--- src/rtl/hazard_pkg.sv ---
// Shared types and constants for the pipeline hazard controller.
package hazard_pkg;

   typedef enum logic {
      MEM_IDLE = 1'b0,
      MEM_WAIT = 1'b1
   } mem_state_t;

   localparam logic [4:0] REG_X0 = 5'd0;
   localparam int DEF_MEM_TIMEOUT = 16;

endpackage

--- src/rtl/hazard_unit_if.sv ---
// Pipeline <-> hazard-controller signal bundle; master is the datapath side, slave the controller.
interface hazard_unit_if #(
   parameter int CNT_W = 32
);
   logic [4:0]       rs1D;
   logic [4:0]       rs2D;
   logic [4:0]       rdE;
   logic             ResultSrcE0;
   logic             PCSrcE;
   logic             MemReqM;
   logic             dmem_ready;
   logic             dmem_req;
   logic             StallF;
   logic             StallD;
   logic             StallE;
   logic             StallM;
   logic             FlushD;
   logic             FlushE;
   logic             FlushW;
   logic             mem_fault;
   logic [CNT_W-1:0] stall_cycles;
   logic [CNT_W-1:0] flush_events;

   modport master (
      output rs1D, rs2D, rdE, ResultSrcE0, PCSrcE, MemReqM, dmem_ready,
      input  dmem_req, StallF, StallD, StallE, StallM, FlushD, FlushE, FlushW,
      input  mem_fault, stall_cycles, flush_events
   );

   modport slave (
      input  rs1D, rs2D, rdE, ResultSrcE0, PCSrcE, MemReqM, dmem_ready,
      output dmem_req, StallF, StallD, StallE, StallM, FlushD, FlushE, FlushW,
      output mem_fault, stall_cycles, flush_events
   );
endinterface

--- src/rtl/hazard_unit_mem_wait_fsm.sv ---
// Data-memory wait tracker: stalls while an access is outstanding, releases and flags a
// sticky fault if the memory fails to answer within MEM_TIMEOUT cycles.
module mem_wait_fsm
   import hazard_pkg::*;
#(
   parameter int MEM_TIMEOUT = DEF_MEM_TIMEOUT
) (
   input  logic clk,
   input  logic rst_n,
   input  logic mem_req,
   input  logic dmem_ready,
   output logic mem_stall,
   output logic dmem_req,
   output logic mem_fault
);
   localparam int CW = (MEM_TIMEOUT > 2) ? $clog2(MEM_TIMEOUT) : 1;
   localparam logic [CW-1:0] LAST = CW'(MEM_TIMEOUT - 1);

   mem_state_t    state, state_nxt;
   logic [CW-1:0] wait_cnt, cnt_nxt;
   logic          fault_set;

   always_ff @(posedge clk or negedge rst_n) begin
      if (!rst_n) begin
         state     <= MEM_IDLE;
         wait_cnt  <= '0;
         mem_fault <= 1'b0;
      end else begin
         state    <= state_nxt;
         wait_cnt <= cnt_nxt;
         if (fault_set) mem_fault <= 1'b1;
      end
   end

   always_comb begin
      state_nxt = state;
      cnt_nxt   = wait_cnt;
      mem_stall = 1'b0;
      dmem_req  = 1'b0;
      fault_set = 1'b0;
      unique case (state)
         MEM_IDLE: begin
            dmem_req = mem_req;
            if (mem_req && !dmem_ready) begin
               mem_stall = 1'b1;
               state_nxt = MEM_WAIT;
               cnt_nxt   = CW'(1);
            end
         end
         MEM_WAIT: begin
            dmem_req = 1'b1;
            if (dmem_ready) begin
               state_nxt = MEM_IDLE;
               cnt_nxt   = '0;
            end else if (wait_cnt == LAST) begin
               // Give up: free the pipeline rather than hang, but remember it happened.
               fault_set = 1'b1;
               state_nxt = MEM_IDLE;
               cnt_nxt   = '0;
            end else begin
               mem_stall = 1'b1;
               cnt_nxt   = wait_cnt + CW'(1);
            end
         end
      endcase
   end

endmodule

--- src/rtl/hazard_unit.sv ---
// Stall/flush controller for the 5-stage RV32 pipeline: load-use, redirects, memory waits,
// plus stall/flush performance counters.
module hazard_unit
   import hazard_pkg::*;
#(
   parameter int MEM_TIMEOUT = DEF_MEM_TIMEOUT,
   parameter int CNT_W       = 32
) (
   input logic          clk,
   input logic          rst_n,
   hazard_unit_if.slave hz
);
   logic             mem_stall;
   logic             lw_stall;
   logic [CNT_W-1:0] stall_cycles;
   logic [CNT_W-1:0] flush_events;

   mem_wait_fsm #(
      .MEM_TIMEOUT(MEM_TIMEOUT)
   ) u_mem_wait (
      .clk        (clk),
      .rst_n      (rst_n),
      .mem_req    (hz.MemReqM),
      .dmem_ready (hz.dmem_ready),
      .mem_stall  (mem_stall),
      .dmem_req   (hz.dmem_req),
      .mem_fault  (hz.mem_fault)
   );

   assign lw_stall = hz.ResultSrcE0 && (hz.rdE != REG_X0) &&
                     ((hz.rdE == hz.rs1D) || (hz.rdE == hz.rs2D));

   // A memory wait freezes everything up to MEM; load-use and redirects replay after release.
   always_comb begin
      hz.StallF = lw_stall;
      hz.StallD = lw_stall;
      hz.StallE = 1'b0;
      hz.StallM = 1'b0;
      hz.FlushD = hz.PCSrcE;
      hz.FlushE = lw_stall | hz.PCSrcE;
      hz.FlushW = 1'b0;
      if (mem_stall) begin
         hz.StallF = 1'b1;
         hz.StallD = 1'b1;
         hz.StallE = 1'b1;
         hz.StallM = 1'b1;
         hz.FlushD = 1'b0;
         hz.FlushE = 1'b0;
         hz.FlushW = 1'b1;
      end
   end

   always_ff @(posedge clk or negedge rst_n) begin
      if (!rst_n) begin
         stall_cycles <= '0;
         flush_events <= '0;
      end else begin
         stall_cycles <= stall_cycles + CNT_W'(hz.StallF);
         flush_events <= flush_events + CNT_W'(hz.PCSrcE & ~mem_stall);
      end
   end

   assign hz.stall_cycles = stall_cycles;
   assign hz.flush_events = flush_events;

endmodule
--- src/flat_wrapper.sv ---
// flat-port wrapper written by rule: the top's interface ports become plain ports
module hazard_unit_flat import hazard_pkg::*;
#(
   parameter int MEM_TIMEOUT = DEF_MEM_TIMEOUT,
   parameter int CNT_W       = 32
)
  (clk, rst_n, hz_rs1D, hz_rs2D, hz_rdE, hz_ResultSrcE0, hz_PCSrcE, hz_MemReqM, hz_dmem_ready, hz_dmem_req, hz_StallF, hz_StallD, hz_StallE, hz_StallM, hz_FlushD, hz_FlushE, hz_FlushW, hz_mem_fault, hz_stall_cycles, hz_flush_events);
  hazard_unit_if #(.CNT_W(CNT_W)) hz_i ();
  input logic clk;
  input logic rst_n;
  input wire logic [$bits(hz_i.rs1D)-1:0] hz_rs1D;
  input wire logic [$bits(hz_i.rs2D)-1:0] hz_rs2D;
  input wire logic [$bits(hz_i.rdE)-1:0] hz_rdE;
  input wire logic [$bits(hz_i.ResultSrcE0)-1:0] hz_ResultSrcE0;
  input wire logic [$bits(hz_i.PCSrcE)-1:0] hz_PCSrcE;
  input wire logic [$bits(hz_i.MemReqM)-1:0] hz_MemReqM;
  input wire logic [$bits(hz_i.dmem_ready)-1:0] hz_dmem_ready;
  output wire logic [$bits(hz_i.dmem_req)-1:0] hz_dmem_req;
  output wire logic [$bits(hz_i.StallF)-1:0] hz_StallF;
  output wire logic [$bits(hz_i.StallD)-1:0] hz_StallD;
  output wire logic [$bits(hz_i.StallE)-1:0] hz_StallE;
  output wire logic [$bits(hz_i.StallM)-1:0] hz_StallM;
  output wire logic [$bits(hz_i.FlushD)-1:0] hz_FlushD;
  output wire logic [$bits(hz_i.FlushE)-1:0] hz_FlushE;
  output wire logic [$bits(hz_i.FlushW)-1:0] hz_FlushW;
  output wire logic [$bits(hz_i.mem_fault)-1:0] hz_mem_fault;
  output wire logic [$bits(hz_i.stall_cycles)-1:0] hz_stall_cycles;
  output wire logic [$bits(hz_i.flush_events)-1:0] hz_flush_events;
  assign hz_i.rs1D = hz_rs1D;
  assign hz_i.rs2D = hz_rs2D;
  assign hz_i.rdE = hz_rdE;
  assign hz_i.ResultSrcE0 = hz_ResultSrcE0;
  assign hz_i.PCSrcE = hz_PCSrcE;
  assign hz_i.MemReqM = hz_MemReqM;
  assign hz_i.dmem_ready = hz_dmem_ready;
  assign hz_dmem_req = hz_i.dmem_req;
  assign hz_StallF = hz_i.StallF;
  assign hz_StallD = hz_i.StallD;
  assign hz_StallE = hz_i.StallE;
  assign hz_StallM = hz_i.StallM;
  assign hz_FlushD = hz_i.FlushD;
  assign hz_FlushE = hz_i.FlushE;
  assign hz_FlushW = hz_i.FlushW;
  assign hz_mem_fault = hz_i.mem_fault;
  assign hz_stall_cycles = hz_i.stall_cycles;
  assign hz_flush_events = hz_i.flush_events;
  hazard_unit #(.MEM_TIMEOUT(MEM_TIMEOUT), .CNT_W(CNT_W)) u_core (.clk(clk), .rst_n(rst_n), .hz(hz_i));
endmodule
--- config.mk ---
export PLATFORM = sky130hd
export DESIGN_NAME = hazard_unit_flat
export DESIGN_NICKNAME = d
export VERILOG_FILES = /design/src/rtl/hazard_pkg.sv /design/src/rtl/hazard_unit_if.sv /design/src/rtl/hazard_unit_mem_wait_fsm.sv /design/src/rtl/hazard_unit.sv /design/src/flat_wrapper.sv
export SDC_FILE = /design/constraint.sdc
export NUM_CORES = 1
export LEC_CHECK = 0
export ABC_AREA = 1
export CAP_MARGIN = 0
export CORE_MARGIN = 4
export CORE_UTILIZATION = 40
export CTS_CLUSTER_DIAMETER = 120
export CTS_CLUSTER_SIZE = 28
export DETAILED_ROUTE_END_ITERATION = 10
export PLACE_DENSITY = 0.67
export SLEW_MARGIN = 20
export SYNTH_ARGS = -nofsm -noshare
export SYNTH_HDL_FRONTEND = slang
export SYNTH_SLANG_ARGS = --single-unit
--- constraint.sdc ---
create_clock -name clk -period 4.84 [get_ports clk]
set_clock_uncertainty 0.05 [all_clocks]
set_input_delay 1.21 -clock clk [delete_from_list [all_inputs] [get_ports clk]]
set_output_delay 1.21 -clock clk [all_outputs]
set_load 0.01 [all_outputs]
Word-level counts from Yosys, hierarchy flattened
Cells that the tools add are included.
{"block": "word_totals", "reg_bits": 70, "inputBits": 21, "output_inout_bits": 73, "word_cells": 38}
{"block": "op_classes", "add_sub_neg": 3, "eq_ne": 4, "mux": 16, "n_bitwise": 4, "reduce_logical": 6}
{"operator": "32-bit by 1-bit adder with 32-bit output", "count": 1}
{"operator": "32-bit adder", "count": 1}
{"operator": "1-bit by 32-bit bitwise AND with 32-bit output", "count": 1}
{"operator": "1-bit NOT with 32-bit output", "count": 1}
{"operator": "4-bit 2-to-1 mux", "count": 3}
{"operator": "5-bit equality test", "count": 2}
{"operator": "1-bit 2-to-1 mux", "count": 10}
{"operator": "4-bit case mux with 2 select lines", "count": 1}
{"operator": "5-bit nonzero test", "count": 1}
{"operator": "4-bit by 1-bit adder with 4-bit output, second input constant", "count": 1}
{"operator": "4-bit equality test, second input constant", "count": 1}
{"operator": "1-bit case mux with 2 select lines", "count": 2}
{"operator": "1-bit logical AND", "count": 3}
{"operator": "2-bit inequality test, second input constant", "count": 1}
{"operator": "1-bit zero test", "count": 1}
{"operator": "1-bit logical OR", "count": 1}
{"operator": "1-bit NOT", "count": 1}
{"operator": "1-bit bitwise OR", "count": 1}

Depth between registers and ports, before layout
{"block": "logic_depth", "depth_word": 7, "mapped_depth": 17, "depth_no_buf": 17}

Modules after synthesis
Synthesis repeated with hierarchy kept, for this count alone.
{"block": "unflattened", "cells_unflattened": 522, "hier_area_um2": 3997.6}
{"mod": "hazard_unit", "instances": 1, "cells_per_inst": 484, "area_per_inst_um2": 3674.8, "seq_area_each_um2": 1601.5}
{"mod": "mem_wait_fsm", "instances": 1, "cells_per_inst": 38, "area_per_inst_um2": 322.8, "seq_area_each_um2": 150.1}

Least setup slack after synthesis
Ideal clock, no wire load.
{"block": "synth_timing", "kind": "in2out", "startpoint": "in hz_rdE[3]", "endpoint": "out hz_StallF", "arrival_ns": 1.874, "required_ns": 3.580, "setup_slack_ns": 1.706, "path_stages": 7, "path_buffers": 1, "cell_sequence": "inv_1 nand4_1 o21ai_0 inv_1 nand2_1 nand2_1 buf_4"}
{"block": "synth_via", "elab_chain_len": 4, "elab_cells_between_ends": 7, "classes_between": "eq/ne (2); mux (1); reduce/logical (4)"}
{"item": "start, declared", "line": "flat_wrapper.sv:13", "text": "input wire logic [$bits(hz_i.rdE)-1:0] hz_rdE;"}
{"item": "5-bit equality test / 5-bit nonzero test (equally long branches)", "line": "hazard_unit.sv:31, hazard_unit.sv:30"}
{"item": "1-bit logical OR / 1-bit logical AND (equally long branches)", "line": "hazard_unit.sv:31, hazard_unit.sv:30"}
{"item": "1-bit logical AND (*)", "line": "hazard_unit.sv:30", "text": "assign lw_stall = hz.ResultSrcE0 && (hz.rdE != REG_X0) &&"}
{"item": "1-bit 2-to-1 mux (*)"}
{"item": "end, declared", "line": "flat_wrapper.sv:19", "text": "output wire logic [$bits(hz_i.StallF)-1:0] hz_StallF;"}
Mark *: on every way between the ends. The rest lies on a longest branch, timed or not.

Worst setup path after layout
{"block": "layout_timing", "startpoint": "in hz_rdE[0]", "endpoint": "out hz_StallD"}
{"block": "layout_via", "elab_chain_len": 4, "elab_cells_between_ends": 7, "classes_between": "eq/ne (2); mux (1); reduce/logical (4)"}
{"item": "5-bit equality test / 5-bit nonzero test (equally long branches)", "line": "hazard_unit.sv:31, hazard_unit.sv:30"}
{"item": "1-bit logical OR / 1-bit logical AND (equally long branches)", "line": "hazard_unit.sv:31, hazard_unit.sv:30"}
{"item": "1-bit logical AND (*)", "line": "hazard_unit.sv:30"}
{"item": "1-bit 2-to-1 mux (*)", "line": "hazard_unit.sv:42", "text": "if (mem_stall) begin"}
{"item": "end, declared", "line": "flat_wrapper.sv:20", "text": "output wire logic [$bits(hz_i.StallD)-1:0] hz_StallD;"}
Marks and branches as above.

==> impl_metrics.yaml <==
outcome:
  outcome: "complete, no violations"
sta:
  worst_pin_slew_ns: 0.615
  drv_slew: 0
  fin_crit_sh_pct: 85.4
  fmax_mhz: 242
  fin_crit_ns: 4.14
  slew_headroom_pct: 59.0
  fin_setup_tns_ns: 0
  hold_viol_final: 0
  grt_setup_unrepaired: "no"
  setup_viol: 0
  hold_slack_ns: 0.424
clock_network:
  root_buffer: "clkbuf_8"
  post_cts_resized: 0
  clock-sinks: 70
  h-tree-depth: 3
  cts_tree: "yes"
  hold_buffers: 0
  cts_buffers: 9
  post_cts_buffers: 0
  clk_pin_slew_worst_paths_ns: 0.07
  clock_latency_ns: 0.34
  clk_path_buf_depth: 2
layout:
  regArea_um2: 1750
  drive_gt1_share_pct: 5.25
  layout.nets: 630
  insertedDiodeCount: 0
  syn2layout_area_growth_pct: 32.3
  fillers: 905
  multiInputGateArea_um2: 1880
yosys:
  synthTopCellsByArea: "dfrtp_1, nand2_1, xor2_1, inv_1, nor2_1"
  syn-num-nets: 529
  synth_cell_types: 30
  synth-warning-count: 0
  yosys.cell_count.top_type: "nand2_1"
  synth_edf_count: 0
  seq_area_frac_synth_pct: 45.1
  synth_ff_type: "dfrtp_1"
  yosysTopAreaCellShare_pct: 45.1
  syn_inst: 503
  ys_ff_latch: 70
  avgSynthCellArea_um2: 7.72
  yosys.area.top_type: "dfrtp_1"
  synth_common_cells: "nand2_1, dfrtp_1, inv_1"
  netlist_area_um2: 3880
  synthArstFlopShare_pct: 100
floorplanning:
  die_w_um: 107
  die_h_um: 107
  core-area_um2: 9330
  rows: 35
  start_util_pct: 41.6
  dieArea_um2: 11300
  ios: 94
route:
  dr.first_iter.drc_count: 123
  vias: 3566
  drt-total-wl_um: 9520
  dr.pass1.iters: 4
  drcViolationCount: 0
  wl_per_cell_um: 12.9
  final_antenna_net_count: 0
  vias_per_cell: 4.83
placed_design:
  port_buffers: 93
  gp_congestion: 0.929
  dpl.hpwl_um: 7500
grt:
  grt_overflow: 0
  antenna_found_initial: 0
  grt_pass1_wl_um: 16300
  grt_start_max_net_pins: 50
  grtUsageTotal_pct: 17.7
  grt_pass1_vias: 3491
worst_setup_path:
  reg2reg_slack_ns: 2.25
  crit_type: "input port to primary output"
  worstPathCellList: "clkdlybuf4s50_1 -> inv_1 -> nand2_1 -> nand2_1 -> nor2_1 -> nand3_1 -> nand2_1 -> nand2_1 -> nand2_1 -> clkdlybuf4s50_1"
  worstReg2RegEnd: "u_core.hz.stall_cycles[22]"
  r2r-start: "u_core.u_mem_wait.wait_cnt[0]"
  end_kind: "primary output"
  required_ns: 3.58
  slowest_delay_ns: 0.56
  critPathArrivalTime_ns: 2.88
  crit_path_max_fanout: 4
  startpoint: "hz_rdE[0]"
  worstSetupPathDepth: 10
  slowest_stage: "clkdlybuf4s50_1"
  endpoint: "hz_StallD"
  cp-start-kind: "input port"
  r2r_cells: 14
  crit_family: "buffers and inverters"
  crit_path_frequent_cell: "nand2_1"
  path_buf_inv: 3
power_and_ir_drop:
  p_per_area_nw_per_um2: 281
  power.static_leakage_nw: 2.38
  total_power_mw: 1.44
  vdd_drop_max_v: 0.000226
run:
  cap_viol_max_count: 0
hold_path:
  min_path_type: "register to register"
  worstHoldPathCells: 1
-- sequential cells by signal (all words and copies together) (netlist names) --
| register | count |
|---|---|
| u_core.hz.flush_events | 32 |
| u_core.hz.stall_cycles | 32 |
| u_core.u_mem_wait.wait_cnt | 4 |
| u_core.u_mem_wait.mem_fault | 1 |
| u_core.u_mem_wait.state | 1 |
-- worst reg2reg max path, cell delays in order (launching register included) --
cell and delay [ns]:
dfrtp_1 0.41, ha_1 0.22, nand2_1 0.09, inv_1 0.06, nand3_1 0.07, nand3_1 0.12
nand2_1 0.14, ha_1 0.19, ha_1 0.18, nand3_1 0.12, inv_1 0.10, nand2_1 0.17
nor2_2 0.29, nand3_1 0.13, xor2_1 0.15
-- cell families after synthesis --
logic type	count (synthesis)	share of synthesized area, %
DFF	70	45.1
xor gates and xnor gates	38	8.58
buffers and inverters	64	6.51
AOI/OAI and AO/OA	13	2.00
and+or+nand+nor	313	36.2
adders and majority gates	5	1.61
-- placed cells by master, fill, tap and decap left out --
master / instances
o21ai_1: 2
a31o_2: 1
and2_1: 2
clkbuf_1: 3
ha_1: 5
and3_1: 1
dfrtp_1: 70
nor2_1: 58
nand3b_1: 15
clkinvlp_4: 1
a21oi_1: 3
nor4_2: 1
nor3_4: 1
inv_2: 1
nand2_2: 1
nor2_4: 1
clkbuf_8: 9
a22o_1: 1
nand3_1: 24
nand2_1: 167
buf_4: 2
nand4_1: 15
inv_1: 59
clkinv_2: 2
nor2_2: 6
nor3_2: 2
o211ai_1: 1
bufinv_16: 1
nand3_2: 3
clkdlybuf4s50_1: 92
o21ai_0: 4
xnor2_1: 12
xor2_1: 26
nor3_1: 16
o21bai_1: 1
-- through the flow --
stage | setup slack (ns) | utilization (%) | cells | cell area [µm²]
4_1_cts | 0.684 | 55.0 | 738 | 5130
3_5_place_dp | 0.685 | 53.1 | 722 | 4950
2_1_floorplan | 1.71 | - | 503 | 3880
5_1_grt | 0.540 | 55.0 | 738 | 5130
6_report | 0.704 | 55.0 | 738 | 5130
3_3_place_gp | 0.726 | 53.1 | 722 | 4950
-- power by group --
part / total, mW / switching (mW) / internal [mW]
clock network: 0.449 / 0.212 / 0.237
logic: 0.282 / 0.127 / 0.156
registers: 0.712 / 0.0695 / 0.643
-- worst min-delay path by stage --
stage | startpoint | to | slack [ns]
floorplan | u_core.u_mem_wait.state | u_core.u_mem_wait.wait_cnt[0] | 0.41
global placement | u_core.u_mem_wait.mem_fault | u_core.u_mem_wait.mem_fault | 0.42
detailed placement | u_core.u_mem_wait.mem_fault | u_core.u_mem_wait.mem_fault | 0.41
CTS | u_core.u_mem_wait.mem_fault | u_core.u_mem_wait.mem_fault | 0.43
global route | u_core.u_mem_wait.mem_fault | u_core.u_mem_wait.mem_fault | 0.45
finish | u_core.u_mem_wait.mem_fault | u_core.u_mem_wait.mem_fault | 0.42
-- layer usage --
| metal | global-route usage [%] | share of wire [%] | up-vias |
|---|---|---|---|
| li1 | - | - | 1779 |
| met1 | 22.9 | 44 | 1665 |
| met2 | 28.6 | 47 | 104 |
| met3 | 5.40 | 6.5 | 18 |
| met4 | 5.48 | 2.3 | 0 |
| met5 | 0 | 0 | - |
-- cell type report --
type	instances	share of cell area, %
Clock buffer	12	2.63
Clock inverter	4	0.926
Timing Repair Buffer	94	18.2
Sequential cell	70	34.1
Inverter	60	4.39
Tap cell	129	3.14
Multi-Input combinational cell	369	36.6
No activity file was read; power rests on OpenSTA's default activity.
